<file path="config.mk">
export PLATFORM = sky130hd
export DESIGN_NAME = lgn_frame_loader
export DESIGN_NICKNAME = d
export VERILOG_FILES = /design/src/rtl/lgn_pkg.sv /design/src/rtl/lgn_frame_loader.sv
export SDC_FILE = /design/constraint.sdc
export NUM_CORES = 1
export LEC_CHECK = 0
export ABC_AREA = 1
export CAP_MARGIN = 20
export CORE_MARGIN = 2
export CORE_UTILIZATION = 55
export CTS_CLUSTER_DIAMETER = 50
export DETAILED_ROUTE_END_ITERATION = 10
export GPL_ROUTABILITY_DRIVEN = 0
export PLACE_DENSITY = 0.89
export SYNTH_ARGS = -nofsm -noshare
export SYNTH_HDL_FRONTEND = slang
export SYNTH_SLANG_ARGS = --single-unit
</file>
<file path="constraint.sdc">
create_clock -name clk -period 4.31 [get_ports clk]
set_clock_uncertainty 0.15 [all_clocks]
set_input_delay 0.862 -clock clk [delete_from_list [all_inputs] [get_ports clk]]
set_output_delay 0.862 -clock clk [all_outputs]
set_load 0.005 [all_outputs]
</file>
<file path="src/rtl/lgn_pkg.sv">
// Shared constants for the logic-gate-network classifier input stage.
// Frame geometry, result widths and loader FSM state encodings.
package lgn_pkg;
    localparam int INPUTS        = 256;
    localparam int CATEGORIES    = 10;
    localparam int IDX_W         = 4;
    localparam int VAL_W         = 8;
    localparam int SETTLE_CYCLES = 2;

    localparam logic [0:0] ST_IDLE   = 1'b0;
    localparam logic [0:0] ST_SETTLE = 1'b1;
endpackage

</file>
<file path="src/rtl/lgn_frame_loader.sv">
// Byte-stream frame assembler with atomic commit; result latched SETTLE_CYCLES+1 edges after commit.
// in_valid is never back-pressured: loading continues during SETTLE, and a commit there sets overrun.
module lgn_frame_loader #(
    parameter  int INPUTS        = lgn_pkg::INPUTS,
    parameter  int SETTLE_CYCLES = lgn_pkg::SETTLE_CYCLES,
    parameter  int IDX_W         = lgn_pkg::IDX_W,
    parameter  int VAL_W         = lgn_pkg::VAL_W,
    localparam int BYTES         = INPUTS / 8,
    localparam int CNT_W         = (BYTES > 1) ? $clog2(BYTES) : 1
) (
    input  logic              clk,
    input  logic              rst_n,
    input  logic [7:0]        in_byte,
    input  logic              in_valid,
    input  logic              in_start,
    output logic [INPUTS-1:0] frame_out,
    output logic              frame_valid,
    input  logic [IDX_W-1:0]  cat_index,
    input  logic [VAL_W-1:0]  cat_value,
    output logic [IDX_W-1:0]  result_index,
    output logic [VAL_W-1:0]  result_value,
    output logic              result_valid,
    output logic              busy,
    output logic              overrun,
    output logic [CNT_W-1:0]  byte_cnt
);
    import lgn_pkg::*;

    localparam int SC_W = (SETTLE_CYCLES > 0) ? $clog2(SETTLE_CYCLES + 1) : 1;

    logic [INPUTS-1:0] shadow_q, shadow_d;
    logic [INPUTS-1:0] frame_q, frame_d;
    logic [CNT_W-1:0]  cnt_q, cnt_d;
    logic [SC_W-1:0]   settle_q, settle_d;
    logic [0:0]        state_q, state_d;
    logic              fv_q, fv_d;
    logic              rvld_q, rvld_d;
    logic [IDX_W-1:0]  ridx_q, ridx_d;
    logic [VAL_W-1:0]  rval_q, rval_d;
    logic              ovr_q, ovr_d;
    logic              last_beat;
    logic              commit;

    assign last_beat = in_valid && (cnt_q == CNT_W'(BYTES - 1));
    // A restart on the final beat discards the frame instead of committing it.
    assign commit    = last_beat && !in_start;

    always_comb begin
        shadow_d = shadow_q;
        frame_d  = frame_q;
        cnt_d    = cnt_q;
        settle_d = settle_q;
        state_d  = state_q;
        fv_d     = 1'b0;
        rvld_d   = 1'b0;
        ridx_d   = ridx_q;
        rval_d   = rval_q;
        ovr_d    = ovr_q;

        if (in_start) begin
            shadow_d = '0;
            cnt_d    = '0;
            ovr_d    = 1'b0;
            if (in_valid) begin
                shadow_d[7:0] = in_byte;
                cnt_d         = CNT_W'(1);
            end
        end else if (in_valid) begin
            shadow_d = {shadow_q[INPUTS-9:0], in_byte};
            cnt_d    = last_beat ? '0 : cnt_q + CNT_W'(1);
        end

        // A fresh commit pre-empts any pending capture of the previous frame.
        if (commit) begin
            frame_d  = {shadow_q[INPUTS-9:0], in_byte};
            settle_d = SC_W'(SETTLE_CYCLES);
            state_d  = ST_SETTLE;
            fv_d     = 1'b1;
            if (state_q == ST_SETTLE) begin
                ovr_d = 1'b1;
            end
        end else if (state_q == ST_SETTLE) begin
            if (settle_q == '0) begin
                ridx_d  = cat_index;
                rval_d  = cat_value;
                rvld_d  = 1'b1;
                state_d = ST_IDLE;
            end else begin
                settle_d = settle_q - SC_W'(1);
            end
        end
    end

    always_ff @(posedge clk or negedge rst_n) begin
        if (!rst_n) begin
            shadow_q <= '0;
            frame_q  <= '0;
            cnt_q    <= '0;
            settle_q <= '0;
            state_q  <= ST_IDLE;
            fv_q     <= 1'b0;
            rvld_q   <= 1'b0;
            ridx_q   <= '0;
            rval_q   <= '0;
            ovr_q    <= 1'b0;
        end else begin
            shadow_q <= shadow_d;
            frame_q  <= frame_d;
            cnt_q    <= cnt_d;
            settle_q <= settle_d;
            state_q  <= state_d;
            fv_q     <= fv_d;
            rvld_q   <= rvld_d;
            ridx_q   <= ridx_d;
            rval_q   <= rval_d;
            ovr_q    <= ovr_d;
        end
    end

    assign frame_out    = frame_q;
    assign frame_valid  = fv_q;
    assign result_index = ridx_q;
    assign result_value = rval_q;
    assign result_valid = rvld_q;
    assign busy         = (state_q == ST_SETTLE);
    assign overrun      = ovr_q;
    assign byte_cnt     = cnt_q;
endmodule

</file>
### Word level (Yosys, flattened, before mapping)

Index checks and enable logic that the tools add are counted.

* $add $sub $neg: 2
* eq/ne operators: 2
* mux-type cells: 20
* bitwise logic cells: 1
* reduce and logical (&&, ||, !) cells: 8

Operators by type and width (number)
* $mux 248: 2
* $mux 5: 3
* $mux 1: 11
* $mux 8: 1
* $mux 2: 3
* $add 5x1->5 const B: 1
* $eq 5x5->1 const B: 1
* $reduce_bool 2->1: 2
* $reduce_and 3->1: 1
* $logic_and 1x1->1: 2
* $logic_not 2->1: 1
* $ne 2x2->1 const B: 1
* $reduce_and 2->1: 1
* $sub 2x1->2 const B: 1
* $logic_not 1->1: 1
* $not 1->1: 1

* register bits: 527
* input bits: 24

### Logic depth before layout (Yosys ltp)

* depth after elaboration: 5
* gate-level depth with buffers: 10
* depth with buffers taken out: 9

### Worst setup path before layout

No wires, ideal clock.

* path type: input port to flip-flop
* start: input port in_valid
* end: register frame_q[194] (netlist: frame_out[194])
* arrival: 1.652 ns
* path slack: 2.375 ns
* cell stages on the path: 7
* path buffers: 4
* cells stage by stage: buf_4 -> nand3_1 -> buf_4 -> buf_6 -> buf_2 -> nand2_1 -> o21ai_0

* word-level cells in the longest chain between the ends: 2

RTL lines
* from (decl): RTL line lgn_frame_loader.sv:14 `input logic in_valid,`
* $logic_and 1x1->1: RTL line lgn_frame_loader.sv:44 `assign last_beat = in_valid && (cnt_q == CNT_W'(BYTES - 1));`
* $logic_and 1x1->1: RTL line lgn_frame_loader.sv:46 `assign commit = last_beat && !in_start;`
* to (signal assigned): RTL line lgn_frame_loader.sv:108 `frame_q <= frame_d;`
* to (decl): RTL line lgn_frame_loader.sv:32 `logic [INPUTS-1:0] frame_q, frame_d;`

No other way between the ends.
A chain may end at the register's enable or synchronous reset.

### Worst setup path after layout

* start: register cnt_q[1] (netlist: byte_cnt[1])
* end: register ridx_q[1] (netlist: result_index[1])

* word-level cells in the longest chain between the ends: 5

RTL lines
* from (decl): RTL line lgn_frame_loader.sv:33 `logic [CNT_W-1:0] cnt_q, cnt_d;`
* from (signal assigned): RTL line lgn_frame_loader.sv:109 `cnt_q <= cnt_d;`
* $eq 5x5->1: RTL line lgn_frame_loader.sv:44
* $logic_and 1x1->1: RTL line lgn_frame_loader.sv:44
* $logic_and 1x1->1: RTL line lgn_frame_loader.sv:46
* $not 1->1 (no source line)
* $reduce_and 3->1 (no source line)
* to (signal assigned): RTL line lgn_frame_loader.sv:114 `ridx_q <= ridx_d;`
* to (decl): RTL line lgn_frame_loader.sv:38 `logic [IDX_W-1:0] ridx_q, ridx_d;`

No other way between the ends.

==> metrics.txt <==
Worst setup EP type=flip-flop; class of the worst hold path=primary input to async pin; layout cells sized above 1=5.98%; final setup violation count=0; worst vdd ir=286 µV; detailed-route DRC error count=0; synth warn=0; Hold WS=0.249 ns; critical path launch point type=flip-flop; Hold Buf Count CTS=0; final layout net count=2094; num rows=68; pwr/cell area=400 nW/µm²; vias in the first global route=14600; headroom to the max-slew limit=39.2%; RSZ-0062 raised after global routing=false; LEAKAGE=10.6 nW; die area=36000 µm²; antenna-violating nets left=0; Global Route Usage Sum=27.7%; Setup TNS=0 ns; largest net degree at the start of global routing=112; CORE AREA=34300 µm²; post-synthesis instance area=19000 µm²; Area Overhead vs Synth=27.1%; Clock Latency Late Sink=0.57 ns; Syn Inst Count=1796; worst-margin pin slew=0.908 ns; htree depth=2; width of the die=190 µm; Initial DRC Count=1399; Root Driver=clkbuf_16; Initial Utilization=55.3%; Post-Syn Nets=1823; drt pass-1 iters=5; clk sinks=527; sequential-to-total area share from yosys stat=69.5%; fin crit share=69.4%; cts repair resizes=0; CP Class=flip-flop to flip-flop; final hold violation count=0; clock slew at the register clock pins of the worst setup and hold paths=0.06 ns; wire length per cell=19.1 µm; first-pass GRT wire length=79.2 mm; clk buf depth=3; # Post-CTS Setup Buffers=0; FMAX=334 MHz; post-layout minimum cycle time=2.99 ns; HPWL Detailed=31.3 mm; IO Pins=301; Avg Inst Size Synth=10.6 µm²; Vias/cell=5.61; commonest cells after routing, fill and taps aside=527 x dfrtp_1, 415 x nand2_1, 299 x clkdlybuf4s50_1; FF+latch count, synth=527; outcome=finished, final reports clean; via count=14400; total CTS buffers=51; TritonCTS clock tree=yes; CP required=4.66 ns; commonest non-fill, non-tap cell in the layout=dfrtp_1; Max Cap Viol=0; synth unique cells=18; # port buffers=300; GRT Residual Overflow=0; n_diodes=0; critical path peak fanout=68; worst path arrival time=3.34 ns; Routed WL=49.0 mm; DIE HEIGHT=190 µm; Max Slew Vio Count=0; initial antenna violation count=0
power breakdown:
group	internal, mW	switching, mW
Combinational	0.0779	0.217
Clock	2.51	1.87
Sequential	4.97	0.0135
Total	7.55	2.10
worst max-delay path: stages, from the launching register on:
cell and delay, ns:
dfrtp_1 0.45, ha_1 0.22, nand2_1 0.08, nor2_1 0.11, ha_1 0.32, nand3_4 0.67
nand2_1 0.67, nand2_1 0.14, nand2_1 0.11
synth_stat cells:
cell type  number  area, µm²
a21oi_1         1       5.00
buf_2          70        350
buf_4           2       15.0
buf_6           1       11.3
clkbuf_1       43        161
dfrtp_1       527      13200
ha_1            3       37.5
inv_1         221        830
inv_2           1       3.75
nand2_1       416       1560
nand3_1         9       45.0
nand4_1         1       6.26
nor2_1          4       15.0
nor2_2          2       12.5
o211ai_1        1       7.51
o21ai_0       286       1430
o21ai_1         6       30.0
o22ai_1       202       1260
final timing paths:
check | startpoint | endpoint | slack (ns) | cells after the start
worst max-delay path | byte_cnt[1] | result_index[1] | 1.32 | 8
worst min-delay path | rst_n | frame_out[251] | 0.25 | 1
worst max register to register | byte_cnt[1] | result_index[1] | 1.32 | 8
worst min register to register | frame_out[7] | frame_out[7] | 0.33 | 2
max in group asynchronous | rst_n | frame_out[3] | 2.72 | 2
min in group clk | frame_out[7] | frame_out[7] | 0.33 | 2
per-layer routing:
| layer | vias to the layer above | global-route usage (%) | routed length [µm] |
|---|---|---|---|
| met5 | - | 0 | 0 |
| met4 | 0 | 10.7 | 1790 |
| li1 | 6413 | - | - |
| met2 | 651 | 45.7 | 24100 |
| met1 | 7195 | 36.5 | 19200 |
| met3 | 117 | 5.76 | 3870 |
kinds of logic after synthesis:
group | after synthesis | share of synthesized area, %
compound gates | 496 | 14.4
fa+ha+maj | 3 | 0.198
buf+inv | 338 | 7.23
flops | 527 | 69.5
simple gates | 432 | 8.64
registers in the layout, summed over array words and instances (netlist names):
signal and flops:
busy 1, result_index 4, shadow_q 248, settle_q 2, overrun 1, frame_out 256
result_value 8, byte_cnt 5, frame_valid 1, result_valid 1
area by class of cell:
cell class	instances	area, µm²
flip-flops and latches	527	13200
fillers	2222	10200
multi-input cells	931	4440
repair buffers	334	3410
clock buffers	75	1520
inverters	222	838
well taps	455	569
clock inverters	19	151
through the flow:
step | instance area, µm² | cells | setup WS [ns] | util (%) | total power, mW
after floorplan | 19000 | 1796 | 2.38 | - | 5.18
after global placement | 22400 | 2469 | 1.13 | 65.5 | 5.36
after detailed placement | 22400 | 2469 | 1.08 | 65.5 | 5.37
after CTS | 24100 | 2563 | 1.32 | 70.3 | 9.73
after global routing | 24100 | 2563 | 1.09 | 70.3 | 9.95
final | 24100 | 2563 | 1.32 | 70.3 | 9.66
Note: power is estimated with default switching activity, not from simulation.
